### config.mk
export PLATFORM = sky130hd
export DESIGN_NAME = f_pc_sequencer
export DESIGN_NICKNAME = d
export VERILOG_FILES = /design/src/rtl/f_pc_sequencer.sv
export SDC_FILE = /design/constraint.sdc
export NUM_CORES = 1
export LEC_CHECK = 0
export ABC_AREA = 1
export CAP_MARGIN = 10
export CELL_PAD_IN_SITES_DETAIL_PLACEMENT = 0
export CELL_PAD_IN_SITES_GLOBAL_PLACEMENT = 2
export CORE_ASPECT_RATIO = 1.75
export CORE_MARGIN = 1
export CORE_UTILIZATION = 23
export CTS_BUF_LIST = sky130_fd_sc_hd__clkbuf_2
export CTS_CLUSTER_SIZE = 20
export DETAILED_ROUTE_END_ITERATION = 8
export GPL_TIMING_DRIVEN = 0
export PLACE_DENSITY = 0.75
export SYNTH_ARGS = -nofsm -noshare
export SYNTH_HDL_FRONTEND = slang
export SYNTH_SLANG_ARGS = --single-unit
### constraint.sdc
create_clock -name clk -period 1.55 [get_ports clk]
set_input_delay 0.2325 -clock clk [delete_from_list [all_inputs] [get_ports clk]]
set_output_delay 0.2325 -clock clk [all_outputs]
set_load 0.005 [all_outputs]
### src/rtl/f_pc_sequencer.sv
// Fetch-stage program counter: next-PC selection, fetch-address checking,
// delay-slot tracking and a saturating count of accepted fetches.
module f_pc_sequencer #(
  parameter logic [31:0] RESET_PC = 32'h0000_3000,
  parameter logic [31:0] EXC_PC   = 32'h0000_4180,
  parameter logic [31:0] IM_BASE  = 32'h0000_3000,
  parameter int unsigned IM_WORDS = 4096
) (
  input  logic        clk,
  input  logic        reset,
  input  logic        F_Stall,
  input  logic        D_Branch_Taken,
  input  logic [31:0] D_Branch_Target,
  input  logic        D_IsJump,
  input  logic        Req,
  input  logic        ERET,
  input  logic [31:0] EPC,
  output logic [31:0] F_PC,
  output logic        F_Valid,
  output logic [4:0]  F_ExcCode,
  output logic        F_BD,
  output logic [31:0] F_FetchCount
);

  localparam logic [31:0] IM_END  = IM_BASE + 32'(IM_WORDS * 4);
  localparam logic [4:0]  EXC_ADEL = 5'd4;

  typedef enum logic {
    RUN,
    ERET_HOLD
  } state_t;

  state_t      state, state_nxt;
  logic [31:0] pc, pc_nxt;
  logic        bd, bd_nxt;
  logic [31:0] cnt, cnt_nxt;
  logic        addr_ok;

  assign addr_ok      = (pc[1:0] == 2'b00) && (pc >= IM_BASE) && (pc < IM_END);
  assign F_PC         = pc;
  assign F_Valid      = addr_ok;
  assign F_ExcCode    = addr_ok ? 5'd0 : EXC_ADEL;
  assign F_BD         = bd;
  assign F_FetchCount = cnt;

  always_comb begin
    pc_nxt    = pc;
    bd_nxt    = bd;
    cnt_nxt   = cnt;
    state_nxt = RUN;
    if (Req) begin
      pc_nxt = EXC_PC;
      bd_nxt = 1'b0;
    end else if (ERET) begin
      pc_nxt    = EPC;
      bd_nxt    = 1'b0;
      state_nxt = ERET_HOLD;
    end else if (!F_Stall) begin
      // The branch seen during ERET_HOLD belongs to an instruction the ERET flushed.
      pc_nxt = (D_Branch_Taken && state == RUN) ? D_Branch_Target : pc + 32'd4;
      bd_nxt = D_IsJump;
    end
    if (addr_ok && !F_Stall && !Req && !ERET && cnt != '1) begin
      cnt_nxt = cnt + 32'd1;
    end
  end

  always_ff @(posedge clk or negedge reset) begin
    if (!reset) begin
      pc    <= RESET_PC;
      bd    <= 1'b0;
      cnt   <= '0;
      state <= RUN;
    end else begin
      pc    <= pc_nxt;
      bd    <= bd_nxt;
      cnt   <= cnt_nxt;
      state <= state_nxt;
    end
  end

endmodule

==> After elaboration in Yosys (flattened, before gate mapping) <==
Cells that the tools add are included.
{ "op_classes": {"n_addsub": 2, "n_lt_le_gt_ge": 2, "n_eq_ne": 2, "n_mux": 10, "bitwise": 1, "reduce_logical": 11} }
{ "op_table": {"columns": ["cell", "n"], "rows": [
  ["2-to-1 mux 32 bit", 4],
  ["adder 32 x 1 -> 32 bit, second input constant", 1],
  ["adder 32 x 3 -> 32 bit, second input constant", 1],
  [">= comparator 32 x 14 -> 1 bit, second input constant", 1],
  ["< comparator 32 x 15 -> 1 bit, second input constant", 1],
  ["!= test 32 bit, second input constant", 1],
  ["logical AND 1 bit", 7],
  ["2-to-1 mux 1 bit", 5],
  ["logical NOT 1 bit", 3],
  ["2-to-1 mux 3 bit", 1],
  ["!= test 3 x 1 -> 1 bit, second input constant", 1],
  ["logical NOT 2 bit", 1],
  ["inverter 1 bit", 1]
]} }
{ "totals": {"register_bits": 66, "out_inout_bits": 71} }

==> Depth between registers and ports, before layout <==
Gate-level depths: netlist of run 1.
{ "logic_depth": {"word_depth": 7, "mapped_depth": 12} }

==> Worst setup path before layout of run 1 <==
Ideal clock, no wire load.
{ "synth_timing": {"path_type": "register -> register", "start": "register cnt[0] (netlist: F_FetchCount[0])", "end": "register cnt[21] (netlist: F_FetchCount[21])", "t_arrival_ns": 1.605, "required_time_ns": 1.425, "path_slack_ns": -0.180, "path_stages_with_launch": 11, "synth_period_minus_slack_ns": 1.730, "path_cell_list": "dfrtp_1 -> ha_1 -> nand3_1 -> nor2_1 -> nand3_2 -> nor2_4 -> nand3_2 -> nand2_2 -> buf_6 -> nor2_8 -> xor2_2"} }
{ "synth_between": {"elab_chain_len": 2, "word_cells_on_any_way": 3, "classes_between": "1 x add/sub; 1 x eq/ne; 1 x reduce/logical"} }
{ "synth_lines": {"columns": ["item", "line_no", "text"], "rows": [
  ["start: declaration", "36", "logic [31:0] cnt, cnt_nxt;"],
  ["start signal: assignment", "77", "cnt <= cnt_nxt;"],
  ["parallel branches: the longest is 2 deep, another holds adder 32 x 1 -> 32 bit", null, null]
]} }
Parallel ways; which one is timed is not known.
A chain may end at the register's enable or synchronous reset.

==> Final worst setup path of run 1 <==
{ "layout_timing": {"start": "register pc[13] (netlist: F_PC[13])", "end": "output F_ExcCode[2]"} }
{ "layout_between": {"elab_chain_len": 4, "word_cells_on_any_way": 5, "classes_between": "2 x order compare; 1 x mux; 2 x reduce/logical"} }
{ "layout_lines": {"columns": ["item", "line_no", "text"], "rows": [
  ["start: declaration", "34", "logic [31:0] pc, pc_nxt;"],
  ["start signal: assignment", "75", "pc <= pc_nxt;"],
  [">= comparator 32 x 14 -> 1 bit", "39", "assign addr_ok = (pc[1:0] == 2'b00) && (pc >= IM_BASE) && (pc < IM_END);"],
  ["logical AND 1 bit", "39", null],
  ["logical AND 1 bit (*)", "39", null],
  ["2-to-1 mux 3 bit (*)", "42", "assign F_ExcCode = addr_ok ? 5'd0 : EXC_ADEL;"],
  ["end: declaration", "20", "output logic [4:0] F_ExcCode,"]
]} }
Every way passes the cells marked *; elsewhere a longest branch is shown, timed or not.

==> results of run 1 <==
registers in the layout (all words and copies together) (netlist names):
register / count
F_BD: 1
F_FetchCount: 32
F_PC: 32
state: 1
stage by stage:
stage          utilization [%]  TNS (ns)  hold slack, ns
6_report                  47.4    -13.22          0.0998
3_5_place_dp              32.5    -48.75           0.227
2_1_floorplan                -     -1.85         -0.0631
4_1_cts                   43.2    -14.46          0.0852
3_3_place_gp              32.4   -202.98           0.463
5_1_grt                   47.4    -19.94           0.130
cells in the mapped netlist, types with 5 or more instances:
cell type / number
sky130_fd_sc_hd__xor2_1: 5
sky130_fd_sc_hd__inv_1: 68
sky130_fd_sc_hd__nand3_1: 51
sky130_fd_sc_hd__a31oi_1: 6
sky130_fd_sc_hd__a221oi_1: 13
sky130_fd_sc_hd__clkbuf_1: 9
sky130_fd_sc_hd__dfrtp_1: 64
sky130_fd_sc_hd__nor2_2: 7
sky130_fd_sc_hd__nand3b_1: 6
sky130_fd_sc_hd__nor3_1: 20
sky130_fd_sc_hd__nand2_1: 155
sky130_fd_sc_hd__a22o_1: 5
sky130_fd_sc_hd__nor2_4: 5
sky130_fd_sc_hd__a22oi_1: 7
sky130_fd_sc_hd__o211ai_1: 8
sky130_fd_sc_hd__o21ai_0: 16
sky130_fd_sc_hd__xnor2_1: 10
sky130_fd_sc_hd__nand3_2: 5
sky130_fd_sc_hd__nand4_1: 10
sky130_fd_sc_hd__a21oi_1: 20
sky130_fd_sc_hd__nor2_1: 101
cells in the final DEF (no fill, tap or decap), types with 10 or more instances in the layout:
| cell | instances |
|---|---|
| sky130_fd_sc_hd__nand2_4 | 12 |
| sky130_fd_sc_hd__a21oi_1 | 14 |
| sky130_fd_sc_hd__buf_6 | 109 |
| sky130_fd_sc_hd__buf_4 | 115 |
| sky130_fd_sc_hd__dfrtp_2 | 32 |
| sky130_fd_sc_hd__nor2_2 | 19 |
| sky130_fd_sc_hd__nand2_1 | 118 |
| sky130_fd_sc_hd__nand3_4 | 14 |
| sky130_fd_sc_hd__dfrtp_1 | 32 |
| sky130_fd_sc_hd__clkbuf_2 | 25 |
| sky130_fd_sc_hd__clkdlybuf4s15_1 | 17 |
| sky130_fd_sc_hd__nand3_2 | 13 |
| sky130_fd_sc_hd__inv_1 | 53 |
| sky130_fd_sc_hd__nor2_1 | 62 |
| sky130_fd_sc_hd__nand3_1 | 29 |
| sky130_fd_sc_hd__nand4_1 | 10 |
| sky130_fd_sc_hd__nor2_4 | 32 |
| sky130_fd_sc_hd__nand2_2 | 26 |
| sky130_fd_sc_hd__clkdlybuf4s50_1 | 69 |
worst max-delay path, delay by kind of cell (launching register included):
| family | cells | cell delay (ns) |
|---|---|---|
| flops | 1 | 0.62 |
| buf+inv | 2 | 0.15 |
| simple gates | 4 | 0.42 |
cell type report:
type / instances / area [um^2] / share of cell area (%)
timing repair buffer: 330 / 3130 / 34.5
inverter: 73 / 312 / 3.44
sequential: 66 / 1690 / 18.7
buffer: 18 / 150 / 1.66
antenna: 1 / 2.50 / 0.0276
clock inverter: 4 / 42.5 / 0.469
clock buffer: 12 / 60.1 / 0.662
multi-input combinational: 479 / 3370 / 37.2
tap: 241 / 302 / 3.33
logic make-up after synthesis:
group                    after synthesis
buffers and inverters                 91
adder cells (fa/ha/maj)                3
XOR/XNOR                              17
AND/OR/NAND/NOR                      370
other                                  1
flip-flops                            66
AO/OA/AOI/OAI                         85
worst paths after layout:
check | end | startpoint | slack (ns)
setup / recovery | F_ExcCode[2] | F_PC[13] | -0.45
hold / removal | F_PC[29] | reset | 0.1
setup reg to reg | F_FetchCount[31] | F_PC[21] | -0.37
hold reg to reg | F_BD | F_BD | 0.50
max in group asynchronous | F_FetchCount[24] | reset | 0.79
min in group clk | F_PC[10] | D_Branch_Target[10] | 0.17
routing by layer:
layer	vias to the layer above	routed length, um	global-route usage (%)
met5	-	0	0
met4	0	1430	13.6
met3	68	899	2.83
met2	210	12700	44.4
met1	2788	6830	19.2
li1	2782	-	-
timing repair:
action                                  CTS  global route
resized for setup                       434           180
buffers inserted                        145            60
cloned                                    2             0
hold buffers                              1             0
pin swaps                                41            75
endpoints found under the hold margin    61             0
endpoints found under the setup margin  130           113
power by group:
part | switching, mW | internal (mW) | total, mW | leakage, nW
Sequential | 0.0975 | 1.82 | 1.92 | 0.814
Clock | 0.713 | 0.381 | 1.09 | 0.0710
Combinational | 0.788 | 0.932 | 1.72 | 3.25
Total | 1.60 | 3.14 | 4.73 | 4.13
==> flow_results.xml, run 1 <==
<?xml version="1.0" encoding="UTF-8"?>
<metrics>
  <group name="status">
    <metric name="outcome" unit="">finished with violations</metric>
    <metric name="failed_checks" unit="">negative setup slack</metric>
  </group>
  <group name="drt">
    <metric name="antenna_left" unit="">0</metric>
    <metric name="route.final.wire_length" unit="um">21900</metric>
    <metric name="dr.first_iter.drc_count" unit="">247</metric>
    <metric name="vias" unit="">5848</metric>
    <metric name="post_drt_via_cell_ratio" unit="">4.78</metric>
    <metric name="routedWlPerCell" unit="um">17.9</metric>
    <metric name="route.detailed.drc" unit="">0</metric>
    <metric name="drt_first_pass_iters" unit="">6</metric>
  </group>
  <group name="floorplan">
    <metric name="ios" unit="">142</metric>
    <metric name="core-area" unit="um^2">19100</metric>
    <metric name="floorplan.initialDensity" unit="%">23.5</metric>
    <metric name="row_count" unit="">67</metric>
    <metric name="fp.dieW" unit="um">108</metric>
    <metric name="die_area" unit="um^2">20100</metric>
    <metric name="die_height" unit="um">187</metric>
  </group>
  <group name="timing">
    <metric name="fin_ws" unit="ns">-0.450</metric>
    <metric name="setup_viol_count_final" unit="">67</metric>
    <metric name="time_the_worst_path_needs_with_i_o_delays_and_setup" unit="ns">2.00</metric>
    <metric name="setup_repair_after_global_routing_missed_its_margin" unit="">yes</metric>
    <metric name="timing_worst_slew_pin_value" unit="ns">0.735</metric>
    <metric name="timing_hold_violations_final" unit="">0</metric>
    <metric name="drv_slew" unit="">0</metric>
    <metric name="max-slew-margin-rel" unit="%">51.0</metric>
    <metric name="finalCritPeriodShare" unit="%">129</metric>
    <metric name="clock.fmax" unit="MHz">500</metric>
    <metric name="worst_clock_skew" unit="ns">0.0490</metric>
  </group>
  <group name="placement">
    <metric name="post-place-cells" unit="">1015</metric>
    <metric name="pre_cts_slack" unit="ns">-1.16</metric>
    <metric name="postPlaceCellArea" unit="um^2">6220</metric>
    <metric name="routabilityCongestion" unit="">0.874</metric>
    <metric name="dp_hpwl" unit="um">14800</metric>
    <metric name="port_buffers" unit="">137</metric>
  </group>
  <group name="global_route">
    <metric name="groute.usage.overall" unit="%">21.9</metric>
    <metric name="globalRouteOverflowTotal" unit="">0</metric>
    <metric name="grt_pass1_vias" unit="">6157</metric>
    <metric name="grt_start_max_net_pins" unit="">35</metric>
    <metric name="grt_pass1_wl" unit="um">32700</metric>
    <metric name="antenna_found_initial" unit="">1</metric>
  </group>
  <group name="flow_run">
    <metric name="cap_violations" unit="">0</metric>
  </group>
  <group name="synth">
    <metric name="synth_top_family_by_area" unit="">simple AND/OR/NAND/NOR gates</metric>
    <metric name="post-synth-top-area-fraction" unit="%">35.7</metric>
    <metric name="part_of_the_yosys_area_used_for_sequential_elements" unit="%">36.9</metric>
    <metric name="synth-async-reset-ratio" unit="%">100</metric>
    <metric name="ys_types" unit="">46</metric>
    <metric name="synth_top_area_cell" unit="">sky130_fd_sc_hd__dfrtp_1</metric>
    <metric name="synthCells" unit="">633</metric>
    <metric name="number_of_flops_mapped_to_enable_cells_by_yosys" unit="">0</metric>
    <metric name="post_synth_instance_area" unit="um^2">4490</metric>
    <metric name="yosys_most_used_dff" unit="">sky130_fd_sc_hd__dfrtp_1</metric>
    <metric name="fraction_of_synthesized_area_in_multiplexers" unit="%">0</metric>
    <metric name="synth_area_per_cell" unit="um^2">7.09</metric>
    <metric name="post_synth_xor_area_fraction" unit="%">3.65</metric>
    <metric name="synth_compound_area_share" unit="%">12.6</metric>
    <metric name="synth_simple_gate_area_share" unit="%">37.5</metric>
    <metric name="top_cells_by_area_in_the_synthesized_netlist" unit="">sky130_fd_sc_hd__dfrtp_1 (36%), sky130_fd_sc_hd__nand2_1 (13%), sky130_fd_sc_hd__nor2_1 (8.4%)</metric>
    <metric name="synth_seq_cells" unit="">66</metric>
    <metric name="ys_warn_count" unit="">0</metric>
    <metric name="synth_adder_area_share" unit="%">0.837</metric>
  </group>
  <group name="setup_path">
    <metric name="cpPeakStageDelay" unit="ns">0.62</metric>
    <metric name="timing.critical_path.slowest_stage_cell" unit="">sky130_fd_sc_hd__dfstp_2</metric>
    <metric name="timing.critical_path.to_type" unit="">primary output</metric>
    <metric name="worst_ep_required_time" unit="ns">1.32</metric>
    <metric name="worstSetupPathType" unit="">reg2out</metric>
    <metric name="cp_common_cell" unit="">sky130_fd_sc_hd__nand2_2</metric>
    <metric name="worstPathCellList" unit="">nand2_2 &gt; nand2_2 &gt; nand3_4 &gt; nor2_4 &gt; inv_1 &gt; buf_2</metric>
    <metric name="arrival_worst_endpoint" unit="ns">1.77</metric>
    <metric name="worst_setup_path_start_kind" unit="">flip-flop</metric>
    <metric name="worstRegToRegCells" unit="">15</metric>
    <metric name="largest_fanout_on_the_critical_path" unit="">3</metric>
  </group>
  <group name="clock_network">
    <metric name="cts-buffers-inserted" unit="">9</metric>
    <metric name="clock_tree.root_cell" unit="">sky130_fd_sc_hd__clkbuf_2</metric>
    <metric name="cts.htree.levels" unit="">3</metric>
    <metric name="worst_skew_pair_later_pin_latency" unit="ns">0.59</metric>
    <metric name="cts.clk_slew.worst_paths" unit="ns">0.23</metric>
    <metric name="tritoncts_clock_tree" unit="">done</metric>
    <metric name="ctsLongestPathBuffers" unit="">2</metric>
    <metric name="clock_sink_count" unit="">66</metric>
  </group>
  <group name="layout">
    <metric name="fin_cells" unit="">1224</metric>
    <metric name="post-route-cell-area" unit="um^2">9070</metric>
    <metric name="layout-area-overhead-vs-synth" unit="%">102</metric>
    <metric name="filler_cell_count" unit="">1879</metric>
    <metric name="finalNetCount" unit="">1051</metric>
    <metric name="drive_above_1_share" unit="%">49.5</metric>
  </group>
  <group name="min_path">
    <metric name="min_path_type" unit="">in2async</metric>
  </group>
  <group name="power_and_ir_drop">
    <metric name="vdd_drop_max" unit="mV">0.393</metric>
    <metric name="post-layout-total-power" unit="mW">4.73</metric>
    <metric name="power_density" unit="nW/um^2">522</metric>
    <metric name="power.leakage" unit="nW">4.13</metric>
  </group>
</metrics>
(Power assumes the default switching activity.)
==> run 2, diff against run 1 <==
--- a/config.mk
+++ b/config.mk
@@ -17,6 +17,7 @@
 export DETAILED_ROUTE_END_ITERATION = 8
 export GPL_TIMING_DRIVEN = 0
 export PLACE_DENSITY = 0.75
+export REMOVE_ABC_BUFFERS = 1
 export SYNTH_ARGS = -nofsm -noshare
 export SYNTH_HDL_FRONTEND = slang
 export SYNTH_SLANG_ARGS = --single-unit
==> run 2 against run 1 <==
  * The run still ends with negative setup slack left
  * Utilization shrank 1.2 points
  * Setup slack gained 0.0091 ns
  * Clock skew is 0.0087 ns lower
  * Via count decreased by 2.1%
  * Register-to-register slack got worse by 0.05 ns
  * Global-route usage fell by 1.8 points
  * Die area unchanged
  * Clock power down 6%
  * Count of clock-buffer cells in the layout decreased by 3
  * Maximum frequency grew 0.46%
  * Critical path type unchanged
  * Highest routed layer unchanged
==> flow_results.xml, run 2 (synthesis results as in run 1) <==
<?xml version="1.0" encoding="UTF-8"?>
<metrics>
  <group name="status">
    <metric name="outcome" unit="">finished with violations</metric>
    <metric name="failed_checks" unit="">negative setup slack</metric>
  </group>
  <group name="setup_path">
    <metric name="timing.critical_path.to_type" unit="">primary output</metric>
    <metric name="top_cell_family_by_delay_on_the_critical_path" unit="">flip-flops</metric>
    <metric name="worstPathCellList" unit="">nand2_2 &gt; nand2_2 &gt; nand3_4 &gt; nor2_4 &gt; inv_1 &gt; buf_2</metric>
    <metric name="arrival_worst_endpoint" unit="ns">1.76</metric>
    <metric name="worst_ep_required_time" unit="ns">1.32</metric>
    <metric name="cpPeakStageDelay" unit="ns">0.65</metric>
    <metric name="worstSetupPathType" unit="">reg2out</metric>
    <metric name="timing.critical_path.slowest_stage_cell" unit="">sky130_fd_sc_hd__dfstp_2</metric>
    <metric name="largest_fanout_on_the_critical_path" unit="">4</metric>
    <metric name="worst_setup_path_start_kind" unit="">flip-flop</metric>
    <metric name="cp_common_cell" unit="">sky130_fd_sc_hd__nand2_2</metric>
    <metric name="timing.critical_path.buf_inv" unit="">2</metric>
  </group>
  <group name="min_path">
    <metric name="min_path_type" unit="">in2async</metric>
  </group>
  <group name="flow_run">
    <metric name="cap_violations" unit="">0</metric>
  </group>
  <group name="power_and_ir_drop">
    <metric name="power_density" unit="nW/um^2">511</metric>
    <metric name="vdd_drop_max" unit="mV">0.312</metric>
    <metric name="power.leakage" unit="nW">4.10</metric>
  </group>
  <group name="global_route">
    <metric name="most_congested_layer_reported_by_global_routing" unit="">met2</metric>
    <metric name="antenna_found_initial" unit="">1</metric>
    <metric name="global_route.usage.met1" unit="%">19.2</metric>
    <metric name="grt_pass1_vias" unit="">5792</metric>
    <metric name="grt_start_max_net_pins" unit="">36</metric>
    <metric name="grt_util_met3" unit="%">3.00</metric>
    <metric name="groute.usage.overall" unit="%">20.1</metric>
    <metric name="globalRouteOverflowTotal" unit="">0</metric>
    <metric name="grtUsageMet2" unit="%">39.7</metric>
    <metric name="grt_pass1_wl" unit="um">30400</metric>
  </group>
  <group name="layout">
    <metric name="utilization_after_layout" unit="%">46.2</metric>
    <metric name="drive_above_1_share" unit="%">47.5</metric>
    <metric name="fin_cells" unit="">1206</metric>
    <metric name="layout-area-overhead-vs-synth" unit="%">96.9</metric>
    <metric name="mostFrequentLayoutCells" unit="">sky130_fd_sc_hd__nand2_1 (120), sky130_fd_sc_hd__buf_4 (118), sky130_fd_sc_hd__buf_6 (95)</metric>
    <metric name="filler_cell_count" unit="">1917</metric>
    <metric name="mostFrequentLayoutCell" unit="">sky130_fd_sc_hd__nand2_1</metric>
    <metric name="finalNetCount" unit="">1033</metric>
  </group>
  <group name="timing">
    <metric name="max-slew-margin-rel" unit="%">66.1</metric>
    <metric name="setup_repair_after_global_routing_missed_its_margin" unit="">yes</metric>
    <metric name="clock.fmax" unit="MHz">502</metric>
    <metric name="fin_worst_hold_slack" unit="ns">0.167</metric>
    <metric name="worst_clock_skew" unit="ns">0.0403</metric>
    <metric name="timing_hold_violations_final" unit="">0</metric>
    <metric name="fin_ws" unit="ns">-0.440</metric>
    <metric name="fin_tns_setup" unit="ns">-16.26</metric>
    <metric name="finalCritPeriodShare" unit="%">128</metric>
    <metric name="timing_worst_slew_pin_value" unit="ns">0.509</metric>
    <metric name="time_the_worst_path_needs_with_i_o_delays_and_setup" unit="ns">1.99</metric>
    <metric name="setup_viol_count_final" unit="">64</metric>
    <metric name="drv_slew" unit="">0</metric>
  </group>
  <group name="drt">
    <metric name="dr.first_iter.drc_count" unit="">178</metric>
    <metric name="antenna_left" unit="">0</metric>
    <metric name="routedWlPerCell" unit="um">17.0</metric>
    <metric name="post_drt_via_cell_ratio" unit="">4.75</metric>
    <metric name="route.final.wire_length" unit="um">20600</metric>
    <metric name="vias" unit="">5724</metric>
    <metric name="route.detailed.drc" unit="">0</metric>
    <metric name="drt_first_pass_iters" unit="">5</metric>
  </group>
  <group name="floorplan">
    <metric name="core-area" unit="um^2">19100</metric>
    <metric name="floorplan.initialDensity" unit="%">23.5</metric>
    <metric name="ios" unit="">142</metric>
    <metric name="die_area" unit="um^2">20100</metric>
    <metric name="row_count" unit="">67</metric>
    <metric name="die_height" unit="um">187</metric>
    <metric name="fp.dieW" unit="um">108</metric>
  </group>
  <group name="clock_network">
    <metric name="ctsLongestPathBuffers" unit="">2</metric>
    <metric name="tritoncts_clock_tree" unit="">done</metric>
    <metric name="worst_skew_pair_later_pin_latency" unit="ns">0.55</metric>
    <metric name="clock_sink_count" unit="">66</metric>
    <metric name="clock_tree.root_cell" unit="">sky130_fd_sc_hd__clkbuf_2</metric>
    <metric name="cts.htree.levels" unit="">3</metric>
    <metric name="cts-buffers-inserted" unit="">9</metric>
    <metric name="cts.clk_slew.worst_paths" unit="ns">0.25</metric>
  </group>
  <group name="placement">
    <metric name="routabilityCongestion" unit="">0.896</metric>
    <metric name="post-place-cells" unit="">998</metric>
    <metric name="dp_hpwl" unit="um">13000</metric>
    <metric name="port_buffers" unit="">137</metric>
  </group>
</metrics>
==> run 2: cell count changes in the layout (fill, tap and decap cells not counted), sizes merged, moves of 2 or more <==
cell and delta:
buf -9, clkbuf -13, clkdlybuf4s15 -8, clkinv +2
dlygate4sd2 +6, inv +3
==> run 2: what timing repair did <==
| item | CTS | global route |
|---|---|---|
| cloned | 2 | 1 |
| pin swaps | 44 | 61 |
| setup endpoints to repair | 132 | 112 |
| gates resized for setup | 429 | 151 |
| buffers inserted | 143 | 57 |
| hold endpoints to repair | 61 | 0 |
| hold buffers | 1 | 0 |
==> run 2: worst paths after layout <==
path,startpoint,to,slack [ns],cells after the start
max,F_PC[13],F_ExcCode[2],-0.44,6
min,reset,F_PC[17],0.17,2
max reg2reg,F_PC[13],F_FetchCount[28],-0.42,9
min reg2reg,F_BD,F_BD,0.52,2
max in group asynchronous,reset,F_PC[13],0.75,3
min in group clk,D_Branch_Target[3],F_PC[3],0.20,3
==> run 2: power by group <==
| part | switching (mW) | total, mW | leakage [nW] | internal [mW] |
|---|---|---|---|---|
| combinational | 0.733 | 1.58 | 3.22 | 0.849 |
| sequential | 0.0905 | 1.91 | 0.823 | 1.82 |
| clock | 0.797 | 1.02 | 0.0530 | 0.221 |
| total | 1.62 | 4.51 | 4.10 | 2.89 |
==> run 2: area by class of cell <==
cell class	count	area [um^2]	area share [%]
Multi-Input combinational cell	480	3320	37.6
Timing Repair Buffer	327	3060	34.6
Sequential cell	66	1690	19.1
Inverter	73	343	3.88
Tap cell	241	302	3.41
Clock inverter	7	52.6	0.595
Clock buffer	9	45.0	0.510
Timing Repair inverter	2	25.0	0.283
Antenna cell	1	2.50	0.0283
==> run 2: stage by stage <==
step           setup slack (ns)  total power [mW]  instance area, um^2
2_1_floorplan            -0.343              2.27                 4390
3_3_place_gp              -2.39              2.83                 6070
3_5_place_dp              -2.28              2.84                 6100
4_1_cts                  -0.517              4.38                 8110
5_1_grt                  -0.588              4.74                 8830
6_report                 -0.440              4.51                 8830
==> run 2: per-layer routing <==
layer  vias to the layer above  wire length [um]
met2                       175             11800
met3                        50               813
li1                       2749                 -
met1                      2750              6870
met4                         0              1070
met5                         -                 0
